[src/rtl/trigger_capture.sv]
// trigger_capture: a small logic-analyzer capture engine.
// Once armed, it waits for a pattern match or an edge on the synchronized
// trigger channels. It then records CAPTURE_LEN consecutive samples of the
// synchronized data channels into an internal buffer, starting with the
// trigger cycle. The buffer is drained oldest-first through a pop-style read
// port once the capture is DONE.
//
// Read handshake: rd_en is a request with no back-pressure. A request is
// accepted only in DONE with count > 0 and no arm in the same cycle. Each
// accepted request produces exactly one rd_valid pulse on the next cycle, and
// rd_data is valid with that pulse. Requests that are not accepted are
// dropped without side effects. rd_data keeps its last value between pulses.

module trigger_capture #(
  parameter int TRIG_W      = 3,
  parameter int DATA_W      = 2,
  parameter int CAPTURE_LEN = 9,
  parameter int SYNC_STAGES = 2
) (
  input  logic                             clk,
  input  logic                             rst,
  input  logic                             arm,
  input  logic                             mode,
  input  logic [TRIG_W-1:0]                trig_mask,
  input  logic [TRIG_W-1:0]                trig_value,
  input  logic [$clog2(TRIG_W)-1:0]        edge_sel,
  input  logic                             edge_pol,
  input  logic [TRIG_W-1:0]                trig_in,
  input  logic [DATA_W-1:0]                data_in,
  input  logic                             rd_en,
  output logic [DATA_W-1:0]                rd_data,
  output logic                             rd_valid,
  output logic                             armed,
  output logic                             busy,
  output logic                             done,
  output logic [$clog2(CAPTURE_LEN+1)-1:0] count
);

  localparam int SEL_W = $clog2(TRIG_W);
  localparam int CNT_W = $clog2(CAPTURE_LEN + 1);
  localparam int PTR_W = $clog2(CAPTURE_LEN);

  typedef enum logic [1:0] {
    S_IDLE    = 2'd0,
    S_ARMED   = 2'd1,
    S_CAPTURE = 2'd2,
    S_DONE    = 2'd3
  } state_t;

  // ---------------------------------------------------------------------------
  // Input synchronizers
  // ---------------------------------------------------------------------------
  logic [TRIG_W-1:0] r_trig_sync [SYNC_STAGES];
  logic [DATA_W-1:0] r_data_sync [SYNC_STAGES];
  logic [TRIG_W-1:0] r_prev_s;
  logic [TRIG_W-1:0] w_trig_s;
  logic [DATA_W-1:0] w_data_s;

  // Shift both channel groups through the same number of stages so that
  // the data sample stays cycle-aligned with the trigger that selects it.
  always_ff @(posedge clk or posedge rst) begin
    if (rst) begin
      for (int i = 0; i < SYNC_STAGES; i++) begin
        r_trig_sync[i] <= '0;
        r_data_sync[i] <= '0;
      end
    end else begin
      r_trig_sync[0] <= trig_in;
      r_data_sync[0] <= data_in;
      for (int i = 1; i < SYNC_STAGES; i++) begin
        r_trig_sync[i] <= r_trig_sync[i-1];
        r_data_sync[i] <= r_data_sync[i-1];
      end
    end
  end

  assign w_trig_s = r_trig_sync[SYNC_STAGES-1];
  assign w_data_s = r_data_sync[SYNC_STAGES-1];

  // Keep the previous synchronized trigger word in every state, so an edge
  // that began before arming can never look like a fresh edge.
  always_ff @(posedge clk or posedge rst) begin
    if (rst) begin
      r_prev_s <= '0;
    end else begin
      r_prev_s <= w_trig_s;
    end
  end

  // ---------------------------------------------------------------------------
  // Trigger condition
  // ---------------------------------------------------------------------------
  logic w_cur_bit;
  logic w_prev_bit;
  logic w_pat_hit;
  logic w_edge_hit;
  logic w_cond;

  // Select the watched bit by a compare loop; out-of-range indices select 0.
  always_comb begin
    w_cur_bit  = 1'b0;
    w_prev_bit = 1'b0;
    for (int i = 0; i < TRIG_W; i++) begin
      if (edge_sel == SEL_W'(i)) begin
        w_cur_bit  = w_trig_s[i];
        w_prev_bit = r_prev_s[i];
      end
    end
  end

  assign w_pat_hit  = (((w_trig_s ^ trig_value) & trig_mask) == '0);
  assign w_edge_hit = edge_pol ? (!w_prev_bit &&  w_cur_bit)
                               : ( w_prev_bit && !w_cur_bit);
  assign w_cond     = mode ? w_edge_hit : w_pat_hit;

  // ---------------------------------------------------------------------------
  // Control FSM
  // ---------------------------------------------------------------------------
  state_t             r_state;
  state_t             w_next_state;
  logic [CNT_W-1:0]   r_count;
  logic [PTR_W-1:0]   r_wr_ptr;
  logic [PTR_W-1:0]   r_rd_ptr;
  logic               w_last_write;
  logic               w_clear;
  logic               w_write;
  logic               w_read;

  // The last write is the one that brings the stored count up to CAPTURE_LEN.
  assign w_last_write = (r_count == CNT_W'(CAPTURE_LEN - 1));

  // Advance the FSM state.
  always_ff @(posedge clk or posedge rst) begin
    if (rst) begin
      r_state <= S_IDLE;
    end else begin
      r_state <= w_next_state;
    end
  end

  // Choose the next state. arm is only honoured where it can start a new capture.
  always_comb begin
    w_next_state = r_state;
    case (r_state)
      S_IDLE: begin
        if (arm) w_next_state = S_ARMED;
      end
      S_ARMED: begin
        if (w_cond) w_next_state = S_CAPTURE;
      end
      S_CAPTURE: begin
        if (w_last_write) w_next_state = S_DONE;
      end
      S_DONE: begin
        if (arm) w_next_state = S_ARMED;
      end
      default: w_next_state = S_IDLE;
    endcase
  end

  // Decode the status outputs and datapath strobes from the current state.
  always_comb begin
    armed   = 1'b0;
    busy    = 1'b0;
    done    = 1'b0;
    w_clear = 1'b0;
    w_write = 1'b0;
    w_read  = 1'b0;
    case (r_state)
      S_IDLE: begin
        w_clear = arm;
      end
      S_ARMED: begin
        armed   = 1'b1;
        w_write = w_cond;
      end
      S_CAPTURE: begin
        busy    = 1'b1;
        w_write = 1'b1;
      end
      S_DONE: begin
        done    = 1'b1;
        w_clear = arm;
        // A re-arm in the same cycle discards the read request.
        w_read  = rd_en && !arm && (r_count != '0);
      end
      default: begin
        w_clear = 1'b0;
      end
    endcase
  end

  // ---------------------------------------------------------------------------
  // Pointers and occupancy
  // ---------------------------------------------------------------------------

  // Writes happen only while filling and reads only in DONE, so the two
  // never overlap. Every arm restarts both pointers at index 0, so the
  // pointers never wrap.
  always_ff @(posedge clk or posedge rst) begin
    if (rst) begin
      r_wr_ptr <= '0;
      r_rd_ptr <= '0;
      r_count  <= '0;
    end else if (w_clear) begin
      r_wr_ptr <= '0;
      r_rd_ptr <= '0;
      r_count  <= '0;
    end else if (w_write) begin
      r_wr_ptr <= r_wr_ptr + 1'b1;
      r_count  <= r_count + 1'b1;
    end else if (w_read) begin
      r_rd_ptr <= r_rd_ptr + 1'b1;
      r_count  <= r_count - 1'b1;
    end
  end

  assign count = r_count;

  // ---------------------------------------------------------------------------
  // Sample buffer
  // ---------------------------------------------------------------------------
  logic [DATA_W-1:0] r_buf [CAPTURE_LEN];

  // The storage has no reset. Stale contents are unreachable because count
  // restarts at 0 on every arm.
  always_ff @(posedge clk) begin
    if (w_write) begin
      r_buf[r_wr_ptr] <= w_data_s;
    end
  end

  // Register the popped sample and its one-cycle valid strobe.
  always_ff @(posedge clk or posedge rst) begin
    if (rst) begin
      rd_data  <= '0;
      rd_valid <= 1'b0;
    end else begin
      rd_valid <= w_read;
      if (w_read) begin
        rd_data <= r_buf[r_rd_ptr];
      end
    end
  end

endmodule

[config.mk]
export PLATFORM = sky130hd
export DESIGN_NAME = trigger_capture
export DESIGN_NICKNAME = d
export VERILOG_FILES = /design/src/rtl/trigger_capture.sv
export SDC_FILE = /design/constraint.sdc
export NUM_CORES = 1
export LEC_CHECK = 0
export CAP_MARGIN = 20
export CORE_MARGIN = 2
export CORE_UTILIZATION = 49
export DETAILED_ROUTE_END_ITERATION = 12
export PLACE_DENSITY = 0.85
export RECOVER_POWER = 25
export SYNTH_ARGS = -nofsm -noshare
export SYNTH_HDL_FRONTEND = slang
export SYNTH_SLANG_ARGS = --single-unit
[constraint.sdc]
create_clock -name clk -period 2.6 [get_ports clk]
set_input_delay 0.78 -clock clk [delete_from_list [all_inputs] [get_ports clk]]
set_output_delay 0.78 -clock clk [all_outputs]
set_load 0.1 [all_outputs]
==> metrics <==
status complete, but fails checks; failing checks negative setup slack; Site Rows 24; detailed-route DRC error count 0; total track usage approximately a fifth; crit end category flip-flop; launch point of the critical path trig_value[1]; Max Clock Freq 359.4 MHz; ant diodes 0; CP Launch Type input port; Post-DP HPWL 3037 um; Logic pwr share about 53%; vias post-DR 1624; leakage power around 1.4 nW; internal power 1.908 mW; Iter 0 DRT Violations ~130; crit path buf inv count 1; Yosys cell types 43; commonest non-fill, non-tap cells in the layout 40 x buf_4, 29 x dfrtp_1, 18 x edfxtp_1; Worst EP arrival a little under 3 ns; first-pass GRT wire length 7576 um; critical path type input port to flip-flop; hold_ws between 0.3 and 0.4 ns; Placer Congestion about 0.77; multi-input logic area just over 1000 um2; Tcrit/Tclk final 107.0%; die area 5157 um2; Max Cap Viol 0; Critical Path Fanout Max 4; synth warn 0; most frequent CP cell nand2_1; hold path depth 0; RR Startpoint r_state[1]$_DFFE_PP0P_; vias in the first global route 1532; Slew Limit Headroom about 69%; CORE AREA 4384 um2; CTS Buffer Depth 2; Die H 71.82 um; Post-synth ARST share 62.50%; Critical Path RT 2.80 ns; drt wl/cell around 17 um; Final min period roughly 2.8 ns; Pre-antenna DRT Iters 4; syn nets roughly 210; RSZ-0062 raised after global routing yes; worst slack at placement -0.8732 ns; max incr delay on CP 0.46 ns; CTS clk-pin slew, worst paths 0.09 ns; share of cells above drive strength 1 38.11%; fillers about 290; crit path max-delay cell type a222oi_1; number of synthesized flops with an enable pin 18; Worst Hold Class flip-flop to flip-flop; FF/Latch Area 1292 um2; largest net degree at the start of global routing 31; Crit path depth 12; Die Wd 71.82 um; DRT Wirelength roughly 5000 um; io pins 29; CTS tree built; # nets final 274; # setup viols final 12; skew final 0.01295 ns; hold buffer count at cts 0; VDD IR-drop max 0.7070 mV; grt ovf 0; Syn Area/Cell 12.38 um2; final core utilization 69.81%; CTS Sinks 48; antenna viol nets, final 0; worst skew pair latency 0.32 ns; Area Overhead vs Synth 35.81%; Least-Margin Pin Slew 0.4612 ns; Primary FF master, synth dfrtp_1; initial antenna violation count 0; root buf cell clkbuf_8; Clock power frac around 17%; final hold vios 0; htree depth 2; Seq/Total Area, Yosys around 57%; sequential power share 30.5%; Net Sw Power 1.480 mW; CTS buffer count 5; largest delay contributor family on the critical path compound AO/OA/AOI/OAI gates; Synth Cell Area 2253 um2; setup ws final -0.1828 ns; most common cell after layout, fill and taps aside buf_4; PortBufs 28; Syn Inst Count 182; Sw Share a little over two fifths; count of pins over their slew limit 0; R2R depth 12; min-delay src r_data_sync[2]$_DFF_PP0_; Via density between 5 and 6; Initial Util around 50%; Pwr Density 1107 nW/um2; worst-path cell chain buf_6 > xor2_1 > a222oi_1 > a41oi_1 > and3_4 > ha_4 > a21o_1 > a21oi_2 > nand2_1 > and3_1 > o21ai_1 > nand2_1; Yosys reg bits 48
[kinds of logic (layout without fill, tap and decap cells)]
| kind of cell | count (synthesis) | in the layout | share of synthesized area (%) |
|---|---|---|---|
| mux | 15 | 15 | 8.884 |
| flops | 48 | 48 | 57.30 |
| fa+ha+maj | 12 | 12 | 6.996 |
| xor+xnor | 4 | 4 | 1.555 |
| simple gates | 57 | 57 | 13.55 |
| compound gates | 27 | 27 | 7.663 |
| buf+inv | 19 | 81 | 4.053 |
[per-stage QoR]
stage	TNS (ns)	instance area, um2	power (mW)	std cells
after floorplan	-0.2785	2285	2.126	182
after global placement	-17.08	2726	2.496	275
after detailed placement	-19.01	2726	2.542	275
after CTS	-0.03820	2944	3.216	294
after global routing	-2.396	3060	3.544	296
final	-0.5699	3060	3.388	296
[worst reg2reg max path, delay by kind of cell, from the launching register on]
| kind | cells | cell delay [ns] |
|---|---|---|
| simple gates | 6 | 1.16 |
| fa+ha+maj | 2 | 0.49 |
| buf+inv | 1 | 0.06 |
| flops | 1 | 0.46 |
| compound gates | 3 | 0.46 |
[power groups by stage]
stage | combinational, mW | sequential (mW) | clock [mW]
CTS | 1.63 | 1.02 | 0.565
global route | 1.89 | 1.05 | 0.600
floorplan | 0.855 | 1.27 | 0
finish | 1.79 | 1.03 | 0.565
detailed placement | 1.51 | 1.03 | 0
global placement | 1.47 | 1.03 | 0
[final timing paths]
check / endpoint / slack, ns
max: count[3]$_DFFE_PP0P_ / -0.18
min: w_data_s[0]$_DFF_PP0_ / 0.35
max reg2reg: count[3]$_DFFE_PP0P_ / -0.13
min reg2reg: w_data_s[0]$_DFF_PP0_ / 0.35
max in group asynchronous: r_prev_s[0]$_DFF_PP0_ / 1.49
min in group asynchronous: w_trig_s[0]$_DFF_PP0_ / 0.82
[state kept, by name, summed over array words and instances, names as in the netlist]
name / count
count: 4
w_trig_s: 3
w_data_s: 2
rd_data: 2
r_prev_s: 3
r_trig_sync: 3
r_data_sync: 2
rd_valid: 1
r_wr_ptr: 4
r_buf: 18
r_state: 2
r_rd_ptr: 4
[synth_stat cells (2+ instances only)]
cell | n | area, um2
mux4_2 | 4 | 90.09
xor2_1 | 4 | 35.03
nand3b_1 | 2 | 15.01
nor2_1 | 8 | 30.03
nand2_1 | 20 | 75.07
nor3_2 | 2 | 20.02
a21boi_0 | 2 | 15.01
nand3_1 | 3 | 15.01
nand2b_1 | 2 | 12.51
inv_1 | 11 | 41.29
o211ai_1 | 2 | 15.01
nor3b_1 | 2 | 15.01
nor3_1 | 3 | 15.01
clkbuf_1 | 4 | 15.01
ha_1 | 11 | 137.6
dfrtp_1 | 30 | 750.7
mux2i_1 | 11 | 110.1
and2_1 | 2 | 12.51
a21oi_1 | 4 | 20.02
o21ai_0 | 11 | 55.05
edfxtp_1 | 18 | 540.5
buf_6 | 2 | 22.52
and3_1 | 4 | 25.02
[metal layers]
layer,up-vias,global-route usage (%),wire length (um)
met3,11,5.485,244
met5,-,0,0
met1,797,24.32,2111
li1,769,-,-
met4,0,7.966,104
met2,47,33.85,2619
[repair_timing]
action                                  in CTS  in global routing
pin swaps                                    9                 13
hold endpoints to repair                     0                  0
buffers inserted                            11                  3
endpoints found under the setup margin      29                 20
gates resized for setup                     32                 33
[layout make-up]
class	instances	area share [%]
clock buffers	5	2.249
multi-input cells	115	33.24
repair buffers	61	16.97
inverters	12	1.635
well taps	52	2.126
flip-flops and latches	48	42.23
clock inverters	3	1.554
(Power assumes the default switching activity.)
